<file path="config.mk">
export PLATFORM = sky130hd
export DESIGN_NAME = accumulator_cpu_flat
export DESIGN_NICKNAME = d
export VERILOG_FILES = /design/src/rtl/accumulator_cpu_if.sv /design/src/rtl/accumulator_cpu.sv /design/src/flat_wrapper.sv
export SDC_FILE = /design/constraint.sdc
export NUM_CORES = 1
export LEC_CHECK = 0
export BUFFER_PORTS_ARGS = -buffer_cell sky130_fd_sc_hd__buf_2
export CAP_MARGIN = 20
export CORE_MARGIN = 10
export CORE_UTILIZATION = 25
export CTS_CLUSTER_SIZE = 24
export DETAILED_ROUTE_END_ITERATION = 7
export HOLD_SLACK_MARGIN = 0.12
export MAX_ROUTING_LAYER = met4
export SLEW_MARGIN = 20
export SYNTH_ARGS = -nofsm -noshare
export SYNTH_HDL_FRONTEND = slang
export SYNTH_SLANG_ARGS = --single-unit
</file>
<file path="constraint.sdc">
create_clock -name clk_i -period 5.7 [get_ports clk_i]
set_clock_uncertainty 0.15 [all_clocks]
set_input_delay 0.57 -clock clk_i [delete_from_list [all_inputs] [get_ports clk_i]]
set_output_delay 0.57 -clock clk_i [all_outputs]
set_load 0.01 [all_outputs]
</file>
<file path="src/rtl/accumulator_cpu_if.sv">
// Host/peripheral-facing bus of the accumulator processor: program load, start,
// input handshake and status outputs grouped into one interface.
interface accumulator_cpu_if #(
    parameter int DW = 8,
    parameter int AW = 5
);
    logic          start;
    logic          mem_we;
    logic [AW-1:0] mem_addr;
    logic [DW-1:0] mem_wdata;
    logic [DW-1:0] data_in;
    logic          in_valid;
    logic          in_ready;
    logic [DW-1:0] data_out;
    logic          Aeq0;
    logic          Apos;
    logic [AW-1:0] pc_out;
    logic          halted;

    modport master (
        output start, mem_we, mem_addr, mem_wdata, data_in, in_valid,
        input  in_ready, data_out, Aeq0, Apos, pc_out, halted
    );

    modport slave (
        input  start, mem_we, mem_addr, mem_wdata, data_in, in_valid,
        output in_ready, data_out, Aeq0, Apos, pc_out, halted
    );
endinterface

</file>
<file path="src/rtl/accumulator_cpu.sv">
// Accumulator processor: PC/IR/A datapath, internal RAM and a
// fetch/decode/execute controller with an input handshake and host load port.
module accumulator_cpu #(
    parameter int DW = 8,
    parameter int AW = 5
) (
    input  logic              clk_i,
    input  logic              rst_ni,
    accumulator_cpu_if.slave  bus
);
    typedef enum logic [2:0] {
        IDLE,
        FETCH,
        DECODE,
        EXECUTE,
        INPUT,
        HALT
    } state_e;

    localparam logic [2:0] OP_LOAD  = 3'b000;
    localparam logic [2:0] OP_STORE = 3'b001;
    localparam logic [2:0] OP_ADD   = 3'b010;
    localparam logic [2:0] OP_SUB   = 3'b011;
    localparam logic [2:0] OP_IN    = 3'b100;
    localparam logic [2:0] OP_JZ    = 3'b101;
    localparam logic [2:0] OP_JPOS  = 3'b110;
    localparam logic [2:0] OP_HALT  = 3'b111;

    state_e        state_q, state_d;
    logic [AW-1:0] pc_q, pc_d;
    logic [DW-1:0] ir_q, ir_d;
    logic [DW-1:0] a_q, a_d;
    logic [DW-1:0] mem_q [0:(2**AW)-1];

    logic [2:0]    opcode;
    logic [AW-1:0] irAddr;
    logic [AW-1:0] rdAddr;
    logic [DW-1:0] rdData;
    logic          memWe;
    logic [AW-1:0] memWAddr;
    logic [DW-1:0] memWData;
    logic          aIsZero;
    logic          aIsPos;
    logic          irUnused;

    assign opcode   = ir_q[DW-1:DW-3];
    assign irAddr   = ir_q[AW-1:0];
    assign irUnused = ^ir_q;
    assign rdAddr   = (state_q == FETCH) ? pc_q : irAddr;
    assign rdData   = mem_q[rdAddr];
    assign aIsZero  = (a_q == '0);
    assign aIsPos   = !a_q[DW-1] && !aIsZero;

    always_comb begin
        state_d  = state_q;
        pc_d     = pc_q;
        ir_d     = ir_q;
        a_d      = a_q;
        memWe    = 1'b0;
        memWAddr = irAddr;
        memWData = a_q;

        case (state_q)
            IDLE, HALT: begin
                // Host writes and start are only honoured while the core is parked.
                if (bus.mem_we) begin
                    memWe    = 1'b1;
                    memWAddr = bus.mem_addr;
                    memWData = bus.mem_wdata;
                end
                if (bus.start) begin
                    pc_d    = '0;
                    state_d = FETCH;
                end
            end
            FETCH: begin
                ir_d    = rdData;
                pc_d    = pc_q + AW'(1);
                state_d = DECODE;
            end
            DECODE: begin
                case (opcode)
                    OP_IN:   state_d = INPUT;
                    OP_HALT: state_d = HALT;
                    default: state_d = EXECUTE;
                endcase
            end
            EXECUTE: begin
                case (opcode)
                    OP_LOAD:  a_d = rdData;
                    OP_STORE: memWe = 1'b1;
                    OP_ADD:   a_d = a_q + rdData;
                    OP_SUB:   a_d = a_q - rdData;
                    OP_JZ:    if (aIsZero) pc_d = irAddr;
                    OP_JPOS:  if (aIsPos) pc_d = irAddr;
                    default:  ;
                endcase
                state_d = FETCH;
            end
            INPUT: begin
                if (bus.in_valid) begin
                    a_d     = bus.data_in;
                    state_d = FETCH;
                end
            end
            default: state_d = IDLE;
        endcase
    end

    always_ff @(posedge clk_i) begin
        if (!rst_ni) begin
            state_q <= IDLE;
            pc_q    <= '0;
            ir_q    <= '0;
            a_q     <= '0;
        end else begin
            state_q <= state_d;
            pc_q    <= pc_d;
            ir_q    <= ir_d;
            a_q     <= a_d;
        end
    end

    // RAM keeps its contents across reset; reset only blocks the write.
    always_ff @(posedge clk_i) begin
        if (rst_ni && memWe) begin
            mem_q[memWAddr] <= memWData;
        end
    end

    assign bus.in_ready = (state_q == INPUT);
    assign bus.halted   = (state_q == HALT);
    assign bus.data_out = a_q;
    assign bus.Aeq0     = aIsZero;
    assign bus.Apos     = aIsPos;
    assign bus.pc_out   = pc_q;
endmodule

</file>
<file path="src/flat_wrapper.sv">
// flat-port wrapper written by rule: the top's interface ports become plain ports
module accumulator_cpu_flat 
#(
    parameter int DW = 8,
    parameter int AW = 5
)
  (clk_i, rst_ni, bus_start, bus_mem_we, bus_mem_addr, bus_mem_wdata, bus_data_in, bus_in_valid, bus_in_ready, bus_data_out, bus_Aeq0, bus_Apos, bus_pc_out, bus_halted);
  accumulator_cpu_if #(.DW(DW), .AW(AW)) bus_i ();
  input  logic clk_i;
  input  logic rst_ni;
  input wire logic [$bits(bus_i.start)-1:0] bus_start;
  input wire logic [$bits(bus_i.mem_we)-1:0] bus_mem_we;
  input wire logic [$bits(bus_i.mem_addr)-1:0] bus_mem_addr;
  input wire logic [$bits(bus_i.mem_wdata)-1:0] bus_mem_wdata;
  input wire logic [$bits(bus_i.data_in)-1:0] bus_data_in;
  input wire logic [$bits(bus_i.in_valid)-1:0] bus_in_valid;
  output wire logic [$bits(bus_i.in_ready)-1:0] bus_in_ready;
  output wire logic [$bits(bus_i.data_out)-1:0] bus_data_out;
  output wire logic [$bits(bus_i.Aeq0)-1:0] bus_Aeq0;
  output wire logic [$bits(bus_i.Apos)-1:0] bus_Apos;
  output wire logic [$bits(bus_i.pc_out)-1:0] bus_pc_out;
  output wire logic [$bits(bus_i.halted)-1:0] bus_halted;
  assign bus_i.start = bus_start;
  assign bus_i.mem_we = bus_mem_we;
  assign bus_i.mem_addr = bus_mem_addr;
  assign bus_i.mem_wdata = bus_mem_wdata;
  assign bus_i.data_in = bus_data_in;
  assign bus_i.in_valid = bus_in_valid;
  assign bus_in_ready = bus_i.in_ready;
  assign bus_data_out = bus_i.data_out;
  assign bus_Aeq0 = bus_i.Aeq0;
  assign bus_Apos = bus_i.Apos;
  assign bus_pc_out = bus_i.pc_out;
  assign bus_halted = bus_i.halted;
  accumulator_cpu #(.DW(DW), .AW(AW)) u_core (.clk_i(clk_i), .rst_ni(rst_ni), .bus(bus_i));
endmodule
</file>
## Yosys cells after proc, flatten, opt, wreduce, memory -nomap -nowiden

Memory sizes are Yosys's and may differ from the RTL's.
Cells that the tools add are included.

- $add $sub $neg: 3
- Equality and inequality tests: 18
- Mux-type cells: 22
- Reduce and logical (&&, ||, !) cells: 13

Operator list:

| cell | count |
|---|---|
| $mux 5 | 6 |
| $mux 8 | 3 |
| $pmux 8 s3 | 1 |
| $eq 3x3->1 const B | 6 |
| $pmux 8 s2 | 1 |
| $pmux 3 s5 | 1 |
| $pmux 5 s3 | 1 |
| $eq 3x2->1 const B | 4 |
| $pmux 5 s2 | 1 |
| $add 8x8->8 | 1 |
| $logic_not 8->1 | 1 |
| $sub 8x8->8 | 1 |
| $eq 3x1->1 const B | 2 |
| $logic_not 3->1 | 2 |
| $mux 3 | 2 |
| $ne 3x2->1 const B | 2 |
| $pmux 3 s2 | 1 |
| $add 5x1->5 const B | 1 |
| $reduce_and 5->1 | 1 |
| $mux 1 | 4 |
| $ne 2x2->1 const B | 2 |
| $ne 4x4->1 const B | 1 |
| $ne 3x3->1 const B | 1 |
| $reduce_and 3->1 | 1 |
| other kinds (7) | 9 |

- Register bits: 24
- Memory bits (writable): 256
- Input bits: 26
- Memories: 1

Memories:

| memory | words | bits a word | rd ports | clocked after Yosys merged registers in | wr ports | line | text |
|---|---|---|---|---|---|---|---|
| u_core.mem_q | 32 | 8 | 1 | 0 | 1 | accumulator_cpu.sv:33 | `logic [DW-1:0] mem_q [0:(2**AW)-1];` |

## Longest topological paths before layout

- Depth in word-level cells: 6
- Depth in mapped cells: 26
- Mapped depth without buffers: 21

## Worst setup path after synthesis

Ideal clock, no wire load.

- Path kind: flip-flop to flip-flop
- Start: register u_core.state_q[0]
- End: register u_core.a_q[7], in the netlist u_core.bus.data_out[7]
- Arrival time: 4.902 ns
- Required time: 5.428 ns
- Path slack: 0.526 ns
- Stages on the path, launching flop included: 27
- Buffers on the path: 5
- Cells stage by stage: dfxtp_1 buf_4 or3b_1 buf_6 a21o_4 buf_6 buf_6 buf_6 a21oi_2 nand2_1 a2bb2oi_1 nand4_1 inv_1 ha_1 inv_1 nor4_1 nor2_1 xnor2_1 ha_1 or3_1 a311o_1 and3_1 or2_2 nor4b_1 a221oi_2 and2_0 a221o_1

- Longest elaborated chain between the ends: 6
- Elaborated cells between the ends (all ways): 13
- Those cells by class: 2 x add/sub; 5 x eq/ne; 3 x mux; 2 x reduce/logical; 1 x memory

Ends and longest elaborated chain:

| what | line | text |
|---|---|---|
| start: declaration | accumulator_cpu.sv:29 | `state_e state_q, state_d;` |
| start signal: assignment | accumulator_cpu.sv:117 | `state_q <= state_d;` |
| $eq 3x1->1 | accumulator_cpu.sv:49 | `assign rdAddr = (state_q == FETCH) ? pc_q : irAddr;` |
| $mux 5 | accumulator_cpu.sv:49 |  |
| $mem_v2 32x8 | n/a |  |
| $sub 8x8->8 / $add 8x8->8 (equally long branches) | accumulator_cpu.sv:93, accumulator_cpu.sv:92 |  |
| $pmux 8 s3 | accumulator_cpu.sv:89 | `case (opcode)` |
| $pmux 8 s2 | accumulator_cpu.sv:63 | `case (state_q)` |
| end signal: assignment | accumulator_cpu.sv:115 | `a_q <= '0;` |
| end signal: assignment | accumulator_cpu.sv:120 | `a_q <= a_d;` |
| end: declaration | accumulator_cpu.sv:32 | `logic [DW-1:0] a_q, a_d;` |

Parallel ways exist; a longest one is shown, timed or not.
A chain may end at the register's enable or synchronous reset.

## Worst setup path after layout

Ends and elaborated chain as after synthesis.

==> qor.txt <==
Die H -> 245.2 um
Sequential share of the synthesized area -> 64.41%
Net Sw Frac -> 27.33%
Most frequent cells in the layout -> edfxtp_1 (256), nand2_1 (199), a21oi_1 (96)
Mux contribution to synthesized area -> 2.417%
Drt total wl -> 35,390 um
# diodes -> 0
CTS clk-pin slew, worst paths -> 70 ps
Final core occ -> 29.76%
Synth Instances -> 1,064
Top Ports -> 43
Final period util -> 95.40%
Pre-antenna DRT Iters -> 5
Synth Area in Adders -> 1.125%
Syn_area_per_cell -> 11.92 um^2
CP Launch Type -> flip-flop
CORE AREA -> 50,170 um^2
Slew margin rel. -> 26.78%
Layout cells sized above 1 -> 17.19%
Crit path capture type -> flip-flop
Final setup vio count -> 0
Commonest non-fill, non-tap cell in the layout -> edfxtp_1
Critical path cell sequence -> or3b_1 > buf_12 > mux2i_1 > buf_4 > buf_4 > a221oi_1 > a311oi_1 > a211oi_2 > nand3_2 > or2_4 > nor4_2 > nor2_1 > xnor2_1 > ha_1 > or3_1 > a311o_1 > and3_1 > or2_2 > nor3_2 > mux2i_1 > and2_0 > a221o_1
Post-Syn Area -> 12,680 um^2
Psw -> 0.001397 W
Finished Layout Cells -> 1,824
Clock Latency Late Sink -> 560 ps
First-pass GRT wire length -> 52,610 um
Root buffer cell -> clkbuf_16
MaxCap Viol Count -> 0
Core Rows -> 82
Unique masters post-synth -> 76
Dominant synthesized flop cell -> edfxtp_1
Leak -> 4.984 nW
Gr usage total -> 11.42%
Total Die Area -> 60,130 um^2
Comb power frac -> 17.9%
CP Max Fanout -> 38
HP Class -> input pin to flip-flop
CTS tree -> yes
Asr flop ratio synth -> 0%
Initial DRC count -> 827
Number of global-route vias before repair -> 8,346
Clock Power Share -> 36.7%
Via Count -> 8,838
Residual DRC -> 0
Placed cells -> 1,764
PD cells -> 342.5 nW/um^2
Final hold vios -> 0
Die width -> 245.2 um
Htree depth -> 1
Yosys reg bits -> 280
Post-synthesis simple-gate area fraction -> 15.49%
Syn Nets -> 1,100
Max Transition Viols Final -> 0
DP HPWL -> 23,610 um
Worst path max stage delay -> 410 ps
Status -> finished clean
Worst path slowest cell -> or3b_1
Maximum vdd drop -> 208.3 uV
CP Class -> flip-flop to flip-flop
Peak Freq -> 0.1839 GHz
CP required -> 6000 ps
DR WL/cell -> 19.40 um
Net count, final -> 1,164
Post-synth EDFFs -> 256
Total grt overflow -> 0
Largest family of logic cells by synthesized area -> simple AND/OR/NAND/NOR gates
Initial Utilization -> 25.28%
Layout area overhead -> 17.73%
Sequential Power Share -> 45.4%
Worst Path Arrival -> 5740 ps
Yosys warnings -> 0
# clock sinks -> 280
Largest net degree at the start of global routing -> 38
Cts bufs inserted -> 30
Longest Clk Path Bufs -> 3
Worst slew pin tran -> 1068 ps
Compound-Gate Fraction of Synth Area -> 12.37%
Xor/xnor cell area share of the yosys netlist -> 0.6907%
RD Place Congestion -> 0.8676
Crit path time final -> 5438 ps
Internal -> 0.003716 W
Number of nets with antenna violations after routing -> 0
Initial antenna violation count -> 0
Via density -> 4.845
I/O Buffers -> 42
-- through the flow --
stage / setup WS (ps) / setup TNS [ps] / cell area (um^2) / power (W) / hold slack, ps
detailed placement: 121.7 / 0 / 13880 / 0.003245 / 371.3
global placement: 193.6 / 0 / 13880 / 0.003239 / 364.9
global route: -3.056 / -3.056 / 14930 / 0.005297 / 285.2
finish: 261.9 / 0 / 14930 / 0.005114 / 271.0
floorplan: 526.0 / 0 / 12680 / 0.002934 / 335.3
CTS: 118.5 / 0 / 14830 / 0.005100 / 255.8
-- power by group through the flow --
stage               clock network [W]  registers (W)  logic [W]
floorplan                           0        0.00235   0.000587
CTS                           0.00189        0.00232   0.000884
global route                  0.00198        0.00232   0.000992
global placement                    0        0.00236   0.000875
finish                        0.00188        0.00232   0.000916
detailed placement                  0        0.00236   0.000881
-- path summary, 6_finish.rpt --
kind / startpoint / slack [ps] / depth (start not counted) / end
worst max-delay path: u_core.state_q[0] / 260 / 22 / u_core.bus.data_out[7]
worst min-delay path: bus_data_in[6] / 270 / 4 / u_core.bus.data_out[6]
worst max register to register: u_core.state_q[0] / 260 / 22 / u_core.bus.data_out[7]
worst min register to register: u_core.ir_q[6] / 380 / 2 / u_core.ir_q[6]
-- what timing repair did --
action / 4_1_cts / 5_1_grt
hold buffers: 0 / 0
endpoints found under the setup margin: 0 / 1
buffers inserted: 0 / 2
gates resized for setup: 0 / 10
-- area by class of cell --
| class | instances | area, um^2 |
|---|---|---|
| fillers | 5020 | 35240 |
| flip-flops and latches | 280 | 8168 |
| multi-input cells | 699 | 4161 |
| well taps | 672 | 840.8 |
| clock buffers | 35 | 790.8 |
| repair buffers | 99 | 743.2 |
| clock inverters | 21 | 157.7 |
| inverters | 18 | 67.56 |
-- kinds of logic (layout without fill, tap and decap cells) --
family          after synthesis  count (layout)
simple gates                417             417
flops                       280             280
compound gates              231             232
buf+inv                      86             173
mux                          29              29
fa+ha+maj                    11              11
xor+xnor                     10              10
-- Yosys cell counts (4+ instances only) --
master / number / share of area [%]
a211oi_1: 8 / 0.47
a211oi_2: 4 / 0.39
a21boi_0: 11 / 0.65
a21oi_1: 98 / 3.9
a21oi_2: 6 / 0.41
a221oi_1: 11 / 0.76
a22o_1: 4 / 0.28
a22oi_1: 18 / 1.1
a311oi_1: 7 / 0.48
a31oi_1: 11 / 0.54
a31oi_2: 4 / 0.39
a32oi_1: 7 / 0.48
and3_1: 8 / 0.39
buf_2: 27 / 1.1
buf_6: 10 / 0.89
clkbuf_1: 27 / 0.80
dfxtp_1: 24 / 3.8
edfxtp_1: 256 / 61
ha_1: 9 / 0.89
inv_1: 18 / 0.53
mux2_2: 9 / 0.80
mux2i_1: 19 / 1.5
nand2_1: 199 / 5.9
nand2b_1: 12 / 0.59
nand3_1: 38 / 1.5
nand3b_1: 5 / 0.30
nand4_1: 6 / 0.30
nor2_1: 72 / 2.1
nor2b_1: 19 / 0.94
nor3_1: 16 / 0.63
nor3b_1: 9 / 0.53
nor4_1: 5 / 0.25
o21ai_0: 11 / 0.43
or2_2: 5 / 0.25
or3_1: 4 / 0.20
xnor2_1: 9 / 0.62
-- critical path, delay by kind of cell (launching register included) --
family	cells	cell delay [ps]
simple gates	10	2290
compound gates	5	1320
buf+inv	3	550
xor+xnor	1	140
mux	2	270
flops	1	370
fa+ha+maj	1	220
-- per-layer routing --
| metal | vias to the layer above | part of all wire, % | global-route usage (%) |
|---|---|---|---|
| met5 | - | 0 | - |
| met4 | 0 | 2.1 | 2.447 |
| met3 | 57 | 8.0 | 2.248 |
| met2 | 349 | 47 | 18.28 |
| met1 | 4361 | 43 | 14.75 |
| li1 | 4071 | - | - |
-- flip-flops by register name (all words and copies together), names as in the netlist --
signal / flops
u_core.mem_q: 256
u_core.bus.data_out: 8
u_core.ir_q: 8
u_core.bus.pc_out: 5
u_core.state_q: 3
Note: power is estimated with default switching activity, not from simulation.
